**src/rtl/led_seq_pkg.sv**
```systemverilog
// Shared types and period table for the LED pattern sequencer.
// Imported by the tick divider and the sequencer top.
package led_seq_pkg;

    localparam int SPEED_N = 4;

    typedef enum logic [1:0] {
        MODE_UP     = 2'd0,
        MODE_DOWN   = 2'd1,
        MODE_BOUNCE = 2'd2,
        MODE_SHIFT  = 2'd3
    } mode_e;

    // Cycles per pattern step: 1s, 0.5s, 0.25s, 0.1s
    function automatic int unsigned period_ticks(
        input int unsigned clkFreq,
        input int unsigned idx
    );
        int unsigned div;
        case (idx)
            0:       div = 1;
            1:       div = 2;
            2:       div = 4;
            default: div = 10;
        endcase
        return clkFreq / div;
    endfunction

endpackage

```
**src/rtl/led_pattern_sequencer_tick_divider.sv**
```systemverilog
// Free-running tick counter with clear, hold and terminal strobe.
// oTick is combinational; the caller registers it.
module tick_divider
    import led_seq_pkg::*;
#(
    parameter int CNT_W = 26
) (
    input  logic             CLK,
    input  logic             RESETn,
    input  logic             iEn,
    input  logic             iClr,
    input  logic [CNT_W-1:0] iTerm,
    output logic             oTick
);

    logic [CNT_W-1:0] rCnt;
    logic             atTerm;

    assign atTerm = (rCnt == iTerm);
    assign oTick  = iEn & ~iClr & atTerm;

    always_ff @(posedge CLK or negedge RESETn) begin
        if (!RESETn) begin
            rCnt <= '0;
        end else if (iClr) begin
            rCnt <= '0;
        end else if (iEn) begin
            rCnt <= atTerm ? '0 : rCnt + CNT_W'(1);
        end
    end

endmodule

```
**src/rtl/led_pattern_sequencer.sv**
```systemverilog
// LED pattern sequencer: speed/mode selection, pattern stepping,
// active-low LED drive.
module led_pattern_sequencer
    import led_seq_pkg::*;
#(
    parameter int CLK_FREQ = 27_000_000,
    parameter int LED_W    = 6,
    parameter int WRAP_VAL = 60,
    parameter int CNT_W    = 26
) (
    input  logic             CLK,
    input  logic             RESETn,
    input  logic             iSpeedBtn,
    input  logic             iModeBtn,
    input  logic             iPause,
    output logic [LED_W-1:0] oLED,
    output logic [1:0]       oSpeedIdx,
    output logic [1:0]       oMode,
    output logic             oTick
);

    localparam int IDX_W = $clog2(SPEED_N);

    localparam logic [CNT_W-1:0] TERM0 =
        CNT_W'(period_ticks(CLK_FREQ, 0) - 1);
    localparam logic [CNT_W-1:0] TERM1 =
        CNT_W'(period_ticks(CLK_FREQ, 1) - 1);
    localparam logic [CNT_W-1:0] TERM2 =
        CNT_W'(period_ticks(CLK_FREQ, 2) - 1);
    localparam logic [CNT_W-1:0] TERM3 =
        CNT_W'(period_ticks(CLK_FREQ, 3) - 1);

    localparam logic [LED_W-1:0] WRAP = LED_W'(WRAP_VAL);
    localparam logic [LED_W-1:0] ONE  = LED_W'(1);

    if (WRAP_VAL > (2 ** LED_W) - 1) begin : gBadWrap
        $error("WRAP_VAL does not fit in LED_W bits");
    end

    if (longint'(CLK_FREQ) - 1 >= (longint'(1) << CNT_W)) begin : gBadCnt
        $error("CNT_W too narrow for CLK_FREQ-1");
    end

    logic [IDX_W-1:0] rSpeedIdx;
    mode_e            rMode, nMode;
    logic             rDirUp, nDirUp, stepDirUp;
    logic [LED_W-1:0] rPattern, nPattern, stepPattern;
    logic             rTick, divTick, clr;
    logic [CNT_W-1:0] term;

    // Any press restarts the period and swallows a coincident tick
    assign clr = iSpeedBtn | iModeBtn;

    always_comb begin
        unique case (rSpeedIdx)
            2'd0: term = TERM0;
            2'd1: term = TERM1;
            2'd2: term = TERM2;
            2'd3: term = TERM3;
        endcase
    end

    tick_divider #(
        .CNT_W (CNT_W)
    ) uDiv (
        .CLK    (CLK),
        .RESETn (RESETn),
        .iEn    (~iPause),
        .iClr   (clr),
        .iTerm  (term),
        .oTick  (divTick)
    );

    always_comb begin
        stepPattern = rPattern;
        stepDirUp   = rDirUp;
        unique case (rMode)
            MODE_UP:
                stepPattern = (rPattern == WRAP) ? '0 : rPattern + ONE;
            MODE_DOWN:
                stepPattern = (rPattern == '0) ? WRAP : rPattern - ONE;
            MODE_BOUNCE: begin
                if (rDirUp) begin
                    if (rPattern == WRAP) begin
                        stepDirUp   = 1'b0;
                        stepPattern = WRAP - ONE;
                    end else begin
                        stepPattern = rPattern + ONE;
                    end
                end else begin
                    if (rPattern == '0) begin
                        stepDirUp   = 1'b1;
                        stepPattern = ONE;
                    end else begin
                        stepPattern = rPattern - ONE;
                    end
                end
            end
            MODE_SHIFT:
                stepPattern = {rPattern[LED_W-2:0], rPattern[LED_W-1]};
        endcase
    end

    always_comb begin
        nMode    = rMode;
        nDirUp   = rDirUp;
        nPattern = rPattern;
        if (iModeBtn) begin
            nMode    = mode_e'(rMode + 2'd1);
            nDirUp   = 1'b1;
            nPattern = (nMode == MODE_SHIFT) ? ONE : '0;
        end else if (divTick) begin
            nPattern = stepPattern;
            nDirUp   = stepDirUp;
        end
    end

    always_ff @(posedge CLK or negedge RESETn) begin
        if (!RESETn) begin
            rSpeedIdx <= '0;
            rMode     <= MODE_UP;
            rDirUp    <= 1'b1;
            rPattern  <= '0;
            rTick     <= 1'b0;
        end else begin
            if (iSpeedBtn) begin
                rSpeedIdx <= rSpeedIdx + IDX_W'(1);
            end
            rMode    <= nMode;
            rDirUp   <= nDirUp;
            rPattern <= nPattern;
            rTick    <= divTick;
        end
    end

    assign oLED      = ~rPattern;
    assign oSpeedIdx = rSpeedIdx;
    assign oMode     = rMode;
    assign oTick     = rTick;

endmodule

```
**config.mk**
```make
export PLATFORM = sky130hd
export DESIGN_NAME = led_pattern_sequencer
export DESIGN_NICKNAME = d
export VERILOG_FILES = /design/src/rtl/led_seq_pkg.sv /design/src/rtl/led_pattern_sequencer_tick_divider.sv /design/src/rtl/led_pattern_sequencer.sv
export SDC_FILE = /design/constraint.sdc
export NUM_CORES = 1
export LEC_CHECK = 0
export ABC_CLOCK_PERIOD_IN_PS = 3000
export BUFFER_PORTS_ARGS = -buffer_cell sky130_fd_sc_hd__buf_2
export CAP_MARGIN = 25
export CORE_UTILIZATION = 49
export CTS_BUF_LIST = sky130_fd_sc_hd__clkbuf_8
export CTS_CLUSTER_DIAMETER = 40
export DETAILED_ROUTE_END_ITERATION = 8
export PLACE_DENSITY = 0.7
export SYNTH_ARGS = -nofsm -noshare
export SYNTH_HDL_FRONTEND = slang
export SYNTH_SLANG_ARGS = --single-unit
```
**constraint.sdc**
```tcl
create_clock -name CLK -period 3 [get_ports CLK]
set_input_delay 0.75 -clock CLK [delete_from_list [all_inputs] [get_ports CLK]]
set_output_delay 0.75 -clock CLK [all_outputs]
set_load 0.02 [all_outputs]
```
After elaboration in Yosys (flattened, before gate mapping)
Index checks and enable logic that the tools add are counted.
W data, S select, Z words.
Word-level totals
  bits in latches: 0
  RAM bits: 0
  memories: 0
  output and inout port bits: 11
  memory bits (read-only): 0
  flip-flop bits (word level): 38
  input port bits: 5
Cells by class
  bitwise operators: 6
  add/subtract/negate cells: 5
  shift operators: 0
  mux-type cells: 19
  eq/ne operators: 10
  order comparisons: 0
  div/mod/pow operators: 0
  reductions and logical operators: 6
  multiply operators: 0
Operators by type and width (number)
  $pmux W26 S4: 1
  $mux W26: 3
  $mux W6: 7
  $add A26 B1 Y26 const B: 1
  $eq A26 B26 Y1: 1
  $pmux W6 S4: 1
  $eq A2 B2 Y1 const B: 5
  $mux W1: 7
  $add A6 B1 Y6 const B: 1
  $eq A6 B6 Y1 const B: 1
  $logic_not A6 Y1: 1
  $not A6 Y6: 1
  $sub A6 B1 Y6 const B: 1
  $add A2 B1 Y2 const B: 2
  $eq A2 B1 Y1 const B: 2
  $logic_not A2 Y1: 2
  $reduce_bool A2 Y1: 2
  $and A1 B1 Y1: 2
  $ne A2 B1 Y1 const B: 1
  $not A1 Y1: 2
  $reduce_and A2 Y1: 1
  $or A1 B1 Y1: 1

Longest topological paths before layout
Gate-level depths: netlist of the first run.
  depth after elaboration: 6
  depth in mapped cells: 12
  mapped depth without buffers: 8

Hierarchy
From an unflattened synthesis of the first run, not the netlist that was laid out.
Second synthesis, totals
  cells, all modules: 365
  area, all modules: 3032.9 sq um
Modules (own cells, without submodules)
  tick_divider: cells each 202, times used 1, sequential area each 650.6 sq um, area each 1749.2 sq um
  led_pattern_sequencer: cells each 163, times used 1, sequential area each 301.5 sq um, area each 1283.7 sq um

Worst setup path before layout of the first run
No wires, ideal clock.
  path type: register to register
  from: register rSpeedIdx[0] (netlist: oSpeedIdx[0])
  to: register uDiv.rCnt[11]
  setup slack: 0.250 ns
  library setup time: 0.121 ns
  clock period less this slack: 2.750 ns
  arrival: 2.629 ns
  cell stages (with the launch flop): 11
  path through: dfrtp_1 inv_1 ha_1 or3b_1 a22oi_2 nand4b_1 or4_4 buf_6 buf_6 a31o_1 a22o_1
Between the ends
  cells in the longest elaborated chain, start to end: 6
Ends and longest elaborated chain
  start, declared: RTL line led_pattern_sequencer.sv:44  | logic [IDX_W-1:0] rSpeedIdx;
  start signal, assigned: RTL line led_pattern_sequencer.sv:127  | rSpeedIdx <= rSpeedIdx + IDX_W'(1);
  $eq A2 B2 Y1, or another cell as far along: RTL line led_pattern_sequencer.sv:55  | unique case (rSpeedIdx)
  $pmux W26 S4 (*): RTL line led_pattern_sequencer.sv:55
  $eq A26 B26 Y1 (*): RTL line led_pattern_sequencer_tick_divider.sv:19  | assign atTerm = (rCnt == iTerm);
  $mux W26 (*): RTL line led_pattern_sequencer_tick_divider.sv:28  | rCnt <= atTerm ? '0 : rCnt + CNT_W'(1);
  $mux W26 (*): RTL line led_pattern_sequencer_tick_divider.sv:27  | end else if (iEn) begin
  $mux W26 (*): RTL line led_pattern_sequencer_tick_divider.sv:25  | end else if (iClr) begin
  end signal, assigned: RTL line led_pattern_sequencer_tick_divider.sv:28
  end, declared: RTL line led_pattern_sequencer_tick_divider.sv:16  | logic [CNT_W-1:0] rCnt;
Mark *: on every way between the ends. The rest lies on a longest branch, timed or not. The select of a mux whose other input is x is not followed.
A chain may end at the register's enable or synchronous reset.

Worst setup path after layout of the first run
  from: register rSpeedIdx[0] (netlist: oSpeedIdx[0])
  to: register rPattern[5]
Between the ends
  cells in the longest elaborated chain, start to end: 5
Ends and longest elaborated chain
  $eq A2 B2 Y1, or another cell as far along: RTL line led_pattern_sequencer.sv:55
  $pmux W26 S4 (*): RTL line led_pattern_sequencer.sv:55
  $eq A26 B26 Y1 (*): RTL line led_pattern_sequencer_tick_divider.sv:19
  $and A1 B1 Y1 (*): RTL line led_pattern_sequencer_tick_divider.sv:20  | assign oTick = iEn & ~iClr & atTerm;
  $reduce_bool A2 Y1 (no source line) (*)
  end signal, assigned: RTL line led_pattern_sequencer.sv:131  | rPattern <= nPattern;
  end, declared: RTL line led_pattern_sequencer.sv:47  | logic [LED_W-1:0] rPattern, nPattern, stepPattern;
Marked as above.

==> results of run 1 <==
-- sequential cells by signal, summed over array words and instances, names as in the netlist --
register,flops
oMode,2
oSpeedIdx,2
oTick,1
rDirUp,1
rPattern,6
uDiv.rCnt,26
-- logic make-up (layout without fill, tap and decap cells) --
family	after synthesis	count (layout)	synth area share, %
compound gates	106	106	24.13
xor+xnor	8	8	2.283
fa+ha+maj	13	13	5.300
buf+inv	46	46	6.360
flops	38	38	31.02
mux	2	2	0.6523
simple gates	179	179	30.25
-- through the flow --
step	instances	hold WS (ns)	total power (µW)	utilization, %
floorplan	392	0.4544	1173	-
global placement	459	0.4934	1379	52.76
detailed placement	459	0.4991	1392	52.76
CTS	467	0.5107	1823	54.53
global route	467	0.5153	1940	54.57
finish	467	0.5070	1816	54.57
-- power by group --
part / leakage (µW) / internal [µW] / total (µW) / switching (µW)
Sequential: 0.000517 / 549 / 596 / 47.6
Combinational: 0.000696 / 303 / 795 / 492
Clock: 0.0000607 / 242 / 424 / 182
-- worst reg2reg max path: stages, from the launching register on --
cell,delay [ns]
dfrtp_1,0.43
inv_1,0.12
ha_1,0.21
or3b_1,0.35
a22oi_1,0.22
nand3_1,0.11
or4_4,0.74
or2_1,0.35
o31ai_1,0.20
-- synthesized netlist by cell type (3+ instances only) --
cell type  number  area [µm²]
a21o_1          3       22.52
a21oi_1        14       70.07
a22o_1          4       35.03
a31oi_1        14       87.58
and2_1          3       18.77
and3_1          8       50.05
buf_6           3       33.78
clkbuf_1       27       101.4
dfrtp_1        37       925.9
ha_1           13       162.7
inv_1          16       60.06
nand2_1        52       195.2
nand2b_1        4       25.02
nand3_1        19       95.09
nand3b_1        9       67.56
nand4_1        16       100.1
nand4b_1        3       26.28
nor2_1         21       78.83
nor3_1         18       90.09
nor4_1          3       18.77
o2111ai_1       4       35.03
o211ai_1        8       60.06
o21a_1          4       30.03
o21ai_0        20       100.1
o21bai_1        5       37.54
o22ai_1         3       18.77
o311ai_0        4       35.03
o31ai_1         4       30.03
or2_2           3       18.77
or3_1           8       50.05
or4_1           3       22.52
xnor2_1         3       26.28
xor2_1          5       43.79
-- layer usage --
| layer | global-route usage, % | share of wire, % | up-vias |
|---|---|---|---|
| met5 | 0 | 0 | - |
| met4 | 2.857 | 0.24 | 0 |
| met3 | 3.820 | 6.1 | 2 |
| met2 | 37.14 | 44 | 110 |
| met1 | 40.29 | 50 | 1472 |
| li1 | - | - | 1450 |
-- placed cells by master, fill, tap and decap left out, drive strengths merged, types with 13 or more instances in the layout --
master / instances
nand2: 52
dfrtp: 37
buf: 22
nor2: 21
o21ai: 20
nand3: 19
inv: 18
nor3: 18
nand4: 16
a31oi: 14
a21oi: 14
ha: 13
-- how the worst min path moves through the flow --
stage	startpoint	to
3_5_place_dp	uDiv.rCnt[12]	uDiv.rCnt[12]
5_1_grt	uDiv.rCnt[12]	uDiv.rCnt[12]
2_1_floorplan	RESETn	oMode[0]
3_3_place_gp	uDiv.rCnt[12]	uDiv.rCnt[12]
4_1_cts	uDiv.rCnt[12]	uDiv.rCnt[12]
6_report	uDiv.rCnt[12]	uDiv.rCnt[12]
-- layout make-up --
class	instances	share of cell area (%)
well taps	75	2.870
inverters	16	1.837
flip-flops and latches	38	29.12
clock buffers	5	2.105
multi-input cells	308	59.01
repair buffers	22	3.904
clock inverters	3	1.148
==> results.txt, run 1 <==
CTS Hold Bufs = 0
dpl cell area = 3161 µm²
Cell Chain, Critical Path = inv_1, ha_1, or3b_1, a22oi_1, nand3_1, or4_4, or2_1, o31ai_1
nets = 409
EDFF count, synth = 0
syn_nets = 410
IO Pins = 16
final worst-path cycle share = 93.38%
Main synth FF type = dfrtp_1
Layout area overhead = 6.523%
sequential area share after synthesis = 31.02%
crit path max fanout = 33
DRT antenna net count = 0
Post-CTS Resized = 0
Hold Fails Final Rpt = 0
worst hold-check path type = flip-flop to flip-flop
Avg Synthesized Cell Area = 7.830 µm²
row count = 28
root buffer cell = clkbuf_8
Post-Place Worst Slack = 0.1792 ns
H-Tree Depth = 2
Num CTS Buffers = 5
r2r worst-path depth = 8
crit-path max cell delay = 0.74 ns
largest net degree at the start of global routing = 39
drt wl/cell = 17.15 µm
gr usage total = 25.50%
Crit path required time = 3.20 ns
Post-Syn Instances = 392
Final Slew Violations = 0
TritonCTS clock tree = done
RSZ-0062 raised after global routing = false
worst rel slew slack = 41.91%
Worst-path clk slew = 0.08 ns
total grt overflow = 0
antenna violations before repair = 0
Buffers & Inverters on Critical Path = 1
post-synthesis async set-or-reset flop share = 100.0%
arrival time worst endpoint = 3.00 ns
Worst Setup End Kind = flip-flop
diodes inserted = 0
Reg2Reg Setup Slack = 0.20 ns
Top Family by Delay on Critical Path = simple AND/OR/NAND/NOR gates
insertion delay to the later sink of the worst-skew pair = 0.28 ns
Unique masters post-synth = 57
worst setup path endpoint = rPattern[5]
routability cong. = 1.063
max_cap viols = 0
total area of sequential cells = 952.2 µm²
Peak Freq = 357.0 MHz
Initial Util = 51.23%
port buffer count = 15
Slew @ Worst Pin = 0.8713 ns
starting DRC count in detailed routing = 349
first-pass GRT wire length = 12990 µm
Final min period = 2.801 ns
vias per cell = 6.497
worst vdd ir = 0.0003781 V
LEAKAGE = 0.001273 µW
CTS sink cnt = 38
CP Launch Point = oSpeedIdx[0]
synthesized area = 3069 µm²
Residual DRC = 0
die width = 81.15 µm
pwr dens = 555.4 nW/µm²
Ys Warns = 0
vias in the first global route = 2576
fin area = 3269 µm²
final setup violating endpoints = 0
setup repair bufs after CTS = 0
crit start category = flip-flop
Multi-input gate area = 1929 µm²
flops & latches, synth = 38
Detailed Place HPWL = 5730 µm
post-route setup TNS = 0 ns
Post-Route WL = 8011 µm
r2r startpoint = oSpeedIdx[0]
PnR worst setup slack = 0.1986 ns
status = finished clean
kind of critical path = flip-flop to flip-flop
layout cells sized above 1 = 9.694%
reg2reg end = rPattern[5]
die area = 6585 µm²
CP Depth = 8
Worst Hold Depth = 1
skew final = 0.006154 ns
clock buffer depth = 2
DR pass1 iterations = 5
# fillers = 557
Core ar. = 5991 µm²
Die H = 81.15 µm
critical path's slowest cell = or4_4
via count of the routed design = 3034
(Power assumes the default switching activity.)
==> inputs of run 2 (changes only) <==
--- a/config.mk
+++ b/config.mk
@@ -8,6 +8,7 @@
 export ABC_CLOCK_PERIOD_IN_PS = 3000
 export BUFFER_PORTS_ARGS = -buffer_cell sky130_fd_sc_hd__buf_2
 export CAP_MARGIN = 25
+export CORE_MARGIN = 1.5
 export CORE_UTILIZATION = 49
 export CTS_BUF_LIST = sky130_fd_sc_hd__clkbuf_8
 export CTS_CLUSTER_DIAMETER = 40
==> run 2 against run 1 <==
Clock skew decreased by 0.0040 ns. First-iteration DRC count increased by 36%. Cell area is 0.46% lower. Die area increased by 2.5%. Worst setup slack worse by 0.033 ns. Largest cell class unchanged. Combinational power down 1%. Largest power group unchanged.
==> results.txt, run 2 (synthesis gave the netlist of run 1 again) <==
crit start category = flip-flop
Worst Setup End Kind = flip-flop
TritonCTS clock tree = done
Hold Fails Final Rpt = 0 (unchanged)
met2 Use GR = 35.74% (-1.4 points)
fin area = 3254 µm² (-0.46%)
Die H = 82.15 µm (+1.2%)
Detailed Place HPWL = 5715 µm (-0.28%)
Post-Route WL = 8142 µm (+1.6%)
GR peak layer = met1
crit path max fanout = 33 (unchanged)
Core ar. = 5991 µm² (unchanged)
diodes inserted = 0 (unchanged)
Multi-input gate area = 1929 µm² (unchanged)
PnR worst setup slack = 0.1655 ns (-0.03307 ns)
worst hold-check path type = flip-flop to flip-flop
clock buffer depth = 2 (unchanged)
Pwr Total = 1750 µW (-3.6%)
worst rel slew slack = 42.84% (+0.92 points)
Worst Hold Depth = 1 (unchanged)
Post-Place Worst Slack = 0.1481 ns (-0.03107 ns)
total area of sequential cells = 952.2 µm² (unchanged)
r2r startpoint = oSpeedIdx[0]
nets = 409 (unchanged)
layout cells sized above 1 = 9.949% (+0.26 points)
kind of critical path = flip-flop to flip-flop
critical path's slowest cell = or4_4
commonest cells after routing, fill and taps aside = nand2_1 (51), dfrtp_1 (37), nor2_1 (21)
vias in the first global route = 2580 (+0.16%)
Residual DRC = 0 (unchanged)
Worst-path clk slew = 0.07 ns (about the same)
Reg2Reg Setup Slack = 0.17 ns (-0.03 ns)
insertion delay to the later sink of the worst-skew pair = 0.29 ns (about the same)
max_cap viols = 0 (unchanged)
Top reg by flops = uDiv.rCnt
max reg flops = 26 (unchanged)
crit-path max cell delay = 0.76 ns (+0.02 ns)
vias per cell = 6.471 (-0.40%)
skew final = 0.002175 ns (-0.003979 ns)
via count of the routed design = 3022 (-0.40%)
Initial Util = 51.23% (unchanged)
starting DRC count in detailed routing = 476 (+36%)
final worst-path cycle share = 94.48% (+1.1 points)
arrival time worst endpoint = 3.03 ns (+0.03 ns)
Crit path required time = 3.20 ns (about the same)
worst hold start = uDiv.rCnt[12]
DR pass1 iterations = 5 (unchanged)
status = finished clean
# fillers = 577 (+3.6%)
row count = 28 (unchanged)
dpl cell area = 3161 µm² (unchanged)
pwr dens = 537.7 nW/µm² (-3.2%)
gr usage total = 25.07% (-0.43 points)
total grt overflow = 0 (unchanged)
r2r worst-path depth = 8 (unchanged)
Final Slew Violations = 0 (unchanged)
Slew @ Worst Pin = 0.8575 ns (-0.01385 ns)
RSZ-0062 raised after global routing = false
die width = 82.15 µm (+1.2%)
DRT antenna net count = 0 (unchanged)
Num CTS Buffers = 5 (unchanged)
Final min period = 2.834 ns (+0.03307 ns)
final setup violating endpoints = 0 (unchanged)
M1 GR Usage = 38.25% (-2.0 points)
Peak Freq = 352.8 MHz (-1.2%)
LEAKAGE = 0.001265 µW (-0.63%)
drt wl/cell = 17.43 µm (+1.6%)
Top Registers = uDiv.rCnt x26, rPattern x6
largest net degree at the start of global routing = 39 (unchanged)
IO Pins = 16 (unchanged)
H-Tree Depth = 2 (unchanged)
M3 GR Usage = 5.385% (+1.6 points)
most common cell after layout, fill and taps aside = nand2_1
worst vdd ir = 0.0003790 V (+0.25%)
Cell Chain, Critical Path = inv_1, ha_1, o21bai_1, xor2_1, nand2_1, or4_4, or2_1, o31ai_1
routability cong. = 0.9322 (-12%)
post-layout util = 54.32% (-0.25 points)
CP Launch Point = oSpeedIdx[0]
reg2reg end = rPattern[5]
antenna violations before repair = 0 (unchanged)
WHS Endpoint = uDiv.rCnt[12]
die area = 6748 µm² (+2.5%)
Layout area overhead = 6.033%
CTS Hold Bufs = 0 (unchanged)
port buffer count = 15 (unchanged)
post-route setup TNS = 0 ns (unchanged)
root buffer cell = clkbuf_8
CTS sink cnt = 38 (unchanged)
first-pass GRT wire length = 13000 µm (+0.11%)
[run 2: cell types whose count changed in the layout (fill, tap and decap cells not counted), sizes merged]
cell	delta
bufinv	-1
clkbuf	+1
inv	-1
clkinv	+1
[run 2: power breakdown]
| part | switching [µW] | internal (µW) |
|---|---|---|
| logic | 494 | 291 |
| registers | 56.8 | 549 |
| clock network | 178 | 182 |
[run 2: worst max-delay path, delay by kind of cell, from the launching register on]
| kind | cells | cell delay (ns) |
|---|---|---|
| and+or+nand+nor | 3 | 1.20 |
| DFF | 1 | 0.43 |
| adders and majority gates | 1 | 0.40 |
| AOI/OAI and AO/OA | 2 | 0.39 |
| xor gates and xnor gates | 1 | 0.20 |
| buffers and inverters | 1 | 0.12 |
[run 2: stage by stage]
stage | hold slack, ns | std cells
global placement | 0.4992 | 459
finish | 0.5205 | 467
global route | 0.5263 | 467
CTS | 0.5113 | 467
detailed placement | 0.4999 | 459
floorplan | 0.4544 | 392
[run 2: cell type report]
cell class	instances	share of cell area (%)
clock buffer	6	2.537
clock inverter	2	0.2691
inverter	16	1.845
multi-input combinational	308	59.28
sequential	38	29.26
tap	75	2.884
timing repair buffer	22	3.922
[run 2: metal layers]
layer | share of wire [%] | routed length, µm | up-vias
li1 | - | - | 1455
met1 | 49 | 4027 | 1427
met2 | 43 | 3525 | 137
met3 | 6.9 | 565 | 3
met4 | 0.28 | 23 | 0
met5 | 0 | 0 | -
[run 2: how the worst max path moves through the flow]
stage	endpoint	slack, ns	cells after the start
floorplan	uDiv.rCnt[11]	0.25	10
global placement	uDiv.rCnt[23]	0.25	8
detailed placement	rPattern[5]	0.15	8
CTS	uDiv.rCnt[25]	0.13	8
global route	rPattern[5]	0.005	8
finish	rPattern[5]	0.17	8
[run 2: timing repair]
| item | 4_1_cts | 5_1_grt |
|---|---|---|
| setup endpoints to repair | 0 | 8 |
| resized for setup | 0 | 1 |
| setup buffers | 0 | 0 |
==> inputs of run 3 (changes only) <==
--- a/config.mk
+++ b/config.mk
@@ -9,11 +9,11 @@
 export BUFFER_PORTS_ARGS = -buffer_cell sky130_fd_sc_hd__buf_2
 export CAP_MARGIN = 25
 export CORE_MARGIN = 1.5
-export CORE_UTILIZATION = 49
+export CORE_UTILIZATION = 64
 export CTS_BUF_LIST = sky130_fd_sc_hd__clkbuf_8
 export CTS_CLUSTER_DIAMETER = 40
 export DETAILED_ROUTE_END_ITERATION = 8
-export PLACE_DENSITY = 0.7
+export PLACE_DENSITY = 0.93
 export SYNTH_ARGS = -nofsm -noshare
 export SYNTH_HDL_FRONTEND = slang
 export SYNTH_SLANG_ARGS = --single-unit
==> run 3 against run 2 <==
Cell area is 1.3% lower. Via count is 2.1% higher. Clock skew is 0.0055 ns higher. Fmax is 0.16% lower.
==> results.txt, run 3 (synthesis gave the netlist of run 1 again) <==
status = finished clean
TritonCTS clock tree = done
post-route setup TNS = 0 ns (unchanged)
most common cell after layout, fill and taps aside = nand2_1
worst rel slew slack = 42.35% (-0.49 points)
commonest cells after routing, fill and taps aside = nand2_1 (52), dfrtp_1 (37), nor2_1 (21)
kind of critical path = flip-flop to flip-flop
final worst-path cycle share = 94.63% (+0.15 points)
skew final = 0.007657 ns (+0.005482 ns)
# fillers = 380 (-34%)
drt wl/cell = 18.39 µm (+5.5%)
worst vdd ir = 0.0004312 V (+14%)
Core ar. = 4661 µm² (-22%)
Worst Hold Depth = 1 (unchanged)
max reg flops = 26 (unchanged)
hold slack = 0.5291 ns (+0.008616 ns)
reg2reg end = uDiv.rCnt[23]
antenna violations before repair = 0 (unchanged)
setup repair bufs after CTS = 0 (unchanged)
CTS sink cnt = 38 (unchanged)
CTS Hold Bufs = 0 (unchanged)
Num CTS Buffers = 5 (unchanged)
placed insts = 436 (-5.0%)
clock buffer depth = 2 (unchanged)
vias in the first global route = 2798 (+8.4%)
Worst Setup End Kind = flip-flop
Post-Route WL = 8166 µm (+0.29%)
via count of the routed design = 3084 (+2.1%)
Residual DRC = 0 (unchanged)
total area of sequential cells = 952.2 µm² (unchanged)
Multi-input gate area = 1929 µm² (unchanged)
Cell Chain, Critical Path = inv_1, ha_1, or3b_1, a22oi_2, nand4b_1, or4_4, nand2_1, o311ai_0
LEAKAGE = 0.001252 µW (-1.0%)
Layout area overhead = 4.688%
crit start category = flip-flop
dpl cell area = 3119 µm² (-1.3%)
layout cells sized above 1 = 9.487% (-0.46 points)
Finished Layout Cells = 444 (-4.9%)
IO Pins = 16 (unchanged)
Worst-path clk slew = 0.08 ns (about the same)
Crit path required time = 3.16 ns (-0.04 ns)
routability cong. = 0.9726 (+4.3%)
WHS Endpoint = uDiv.rCnt[12]
nets = 407 (-0.49%)
port buffer count = 15 (unchanged)
Peak Freq = 352.2 MHz (-0.16%)
Die H = 72.25 µm (-12%)
crit path max fanout = 33 (unchanged)
DRT antenna net count = 0 (unchanged)
final setup violating endpoints = 0 (unchanged)
critical path's slowest cell = or4_4
Reg2Reg Setup Slack = 0.16 ns (about the same)
Top Registers = uDiv.rCnt x26, rPattern x6
r2r worst-path depth = 8 (unchanged)
die width = 72.25 µm (-12%)
post-layout util = 68.94% (+15 points)
Final Slew Violations = 0 (unchanged)
RSZ-0062 raised after global routing = false
insertion delay to the later sink of the worst-skew pair = 0.31 ns (+0.02 ns)
H-Tree Depth = 2 (unchanged)
Final min period = 2.839 ns (+0.004488 ns)
row count = 25 (-11%)
largest net degree at the start of global routing = 39 (unchanged)
first-pass GRT wire length = 13280 µm (+2.2%)
worst hold-check path type = flip-flop to flip-flop
total grt overflow = 0 (unchanged)
diodes inserted = 0 (unchanged)
pwr dens = 552.1 nW/µm² (+2.7%)
Detailed Place HPWL = 5698 µm (-0.30%)
crit-path max cell delay = 0.73 ns (-0.03 ns)
worst hold start = uDiv.rCnt[12]
starting DRC count in detailed routing = 417 (-12%)
Slew @ Worst Pin = 0.8648 ns (+0.007304 ns)
fin area = 3213 µm² (-1.3%)
gr usage total = 33.13% (+8.1 points)
arrival time worst endpoint = 3.00 ns (-0.03 ns)
DR pass1 iterations = 5 (unchanged)
root buffer cell = clkbuf_8
Top reg by flops = uDiv.rCnt
vias per cell = 6.946 (+7.3%)
r2r startpoint = oSpeedIdx[0]
die area = 5220 µm² (-23%)
max_cap viols = 0 (unchanged)
Hold Fails Final Rpt = 0 (unchanged)
Initial Util = 65.85% (+15 points)
-- run 3: cell count changes in the layout (fill, tap and decap cells not counted), sizes merged --
cell / delta
buf: -2
-- run 3: final cells by class --
| cell class | instances | area share, % |
|---|---|---|
| Multi-Input combinational cell | 308 | 60.05 |
| Sequential cell | 38 | 29.63 |
| Timing Repair Buffer | 20 | 3.505 |
| Clock buffer | 6 | 2.570 |
| Tap cell | 54 | 2.103 |
| Inverter | 16 | 1.869 |
| Clock inverter | 2 | 0.2726 |
-- run 3: worst max-delay path: cells and delay by family (launching register included) --
kind	cells	cell delay [ns]
buffers and inverters	1	0.11
AO/OA/AOI/OAI	2	0.38
adder cells (fa/ha/maj)	1	0.24
AND/OR/NAND/NOR	4	1.55
flip-flops	1	0.42
-- run 3: worst max-delay path by stage --
stage                               end    startpoint  depth (start not counted)
final                     uDiv.rCnt[23]  oSpeedIdx[0]                          8
after global routing      uDiv.rCnt[23]  oSpeedIdx[0]                          8
after global placement     uDiv.rCnt[1]  oSpeedIdx[0]                          8
after CTS                 uDiv.rCnt[23]  oSpeedIdx[0]                          8
after detailed placement  uDiv.rCnt[23]  oSpeedIdx[0]                          8
after floorplan           uDiv.rCnt[11]  oSpeedIdx[0]                         10
-- run 3: per-layer routing --
layer / vias to the layer above / track usage (%) / routed length [µm] / part of all wire [%]
met2: 158 / 46.81 / 3669 / 45
met1: 1453 / 47.94 / 3584 / 44
met3: 19 / 8.611 / 709 / 8.7
li1: 1454 / - / - / -
met5: - / 0 / 0 / 0
met4: 0 / 14.47 / 203 / 2.5
-- run 3: report_power, final --
part,internal (µW),leakage [µW],switching [µW]
clock network,182,0.0000524,191
registers,549,0.000517,48.0
logic,301,0.000683,503
-- run 3: metrics by stage --
step / total power (µW) / worst slack, ns
final: 1774 / 0.1611
after global routing: 1887 / 0.0001621
after CTS: 1748 / 0.1783
after detailed placement: 1376 / 0.1910
after global placement: 1353 / 0.2750
after floorplan: 1173 / 0.2498
-- run 3: timing repair --
action,4_1_cts,5_1_grt
gates resized for setup,0,1
hold endpoints to repair,0,0
setup endpoints to repair,0,1
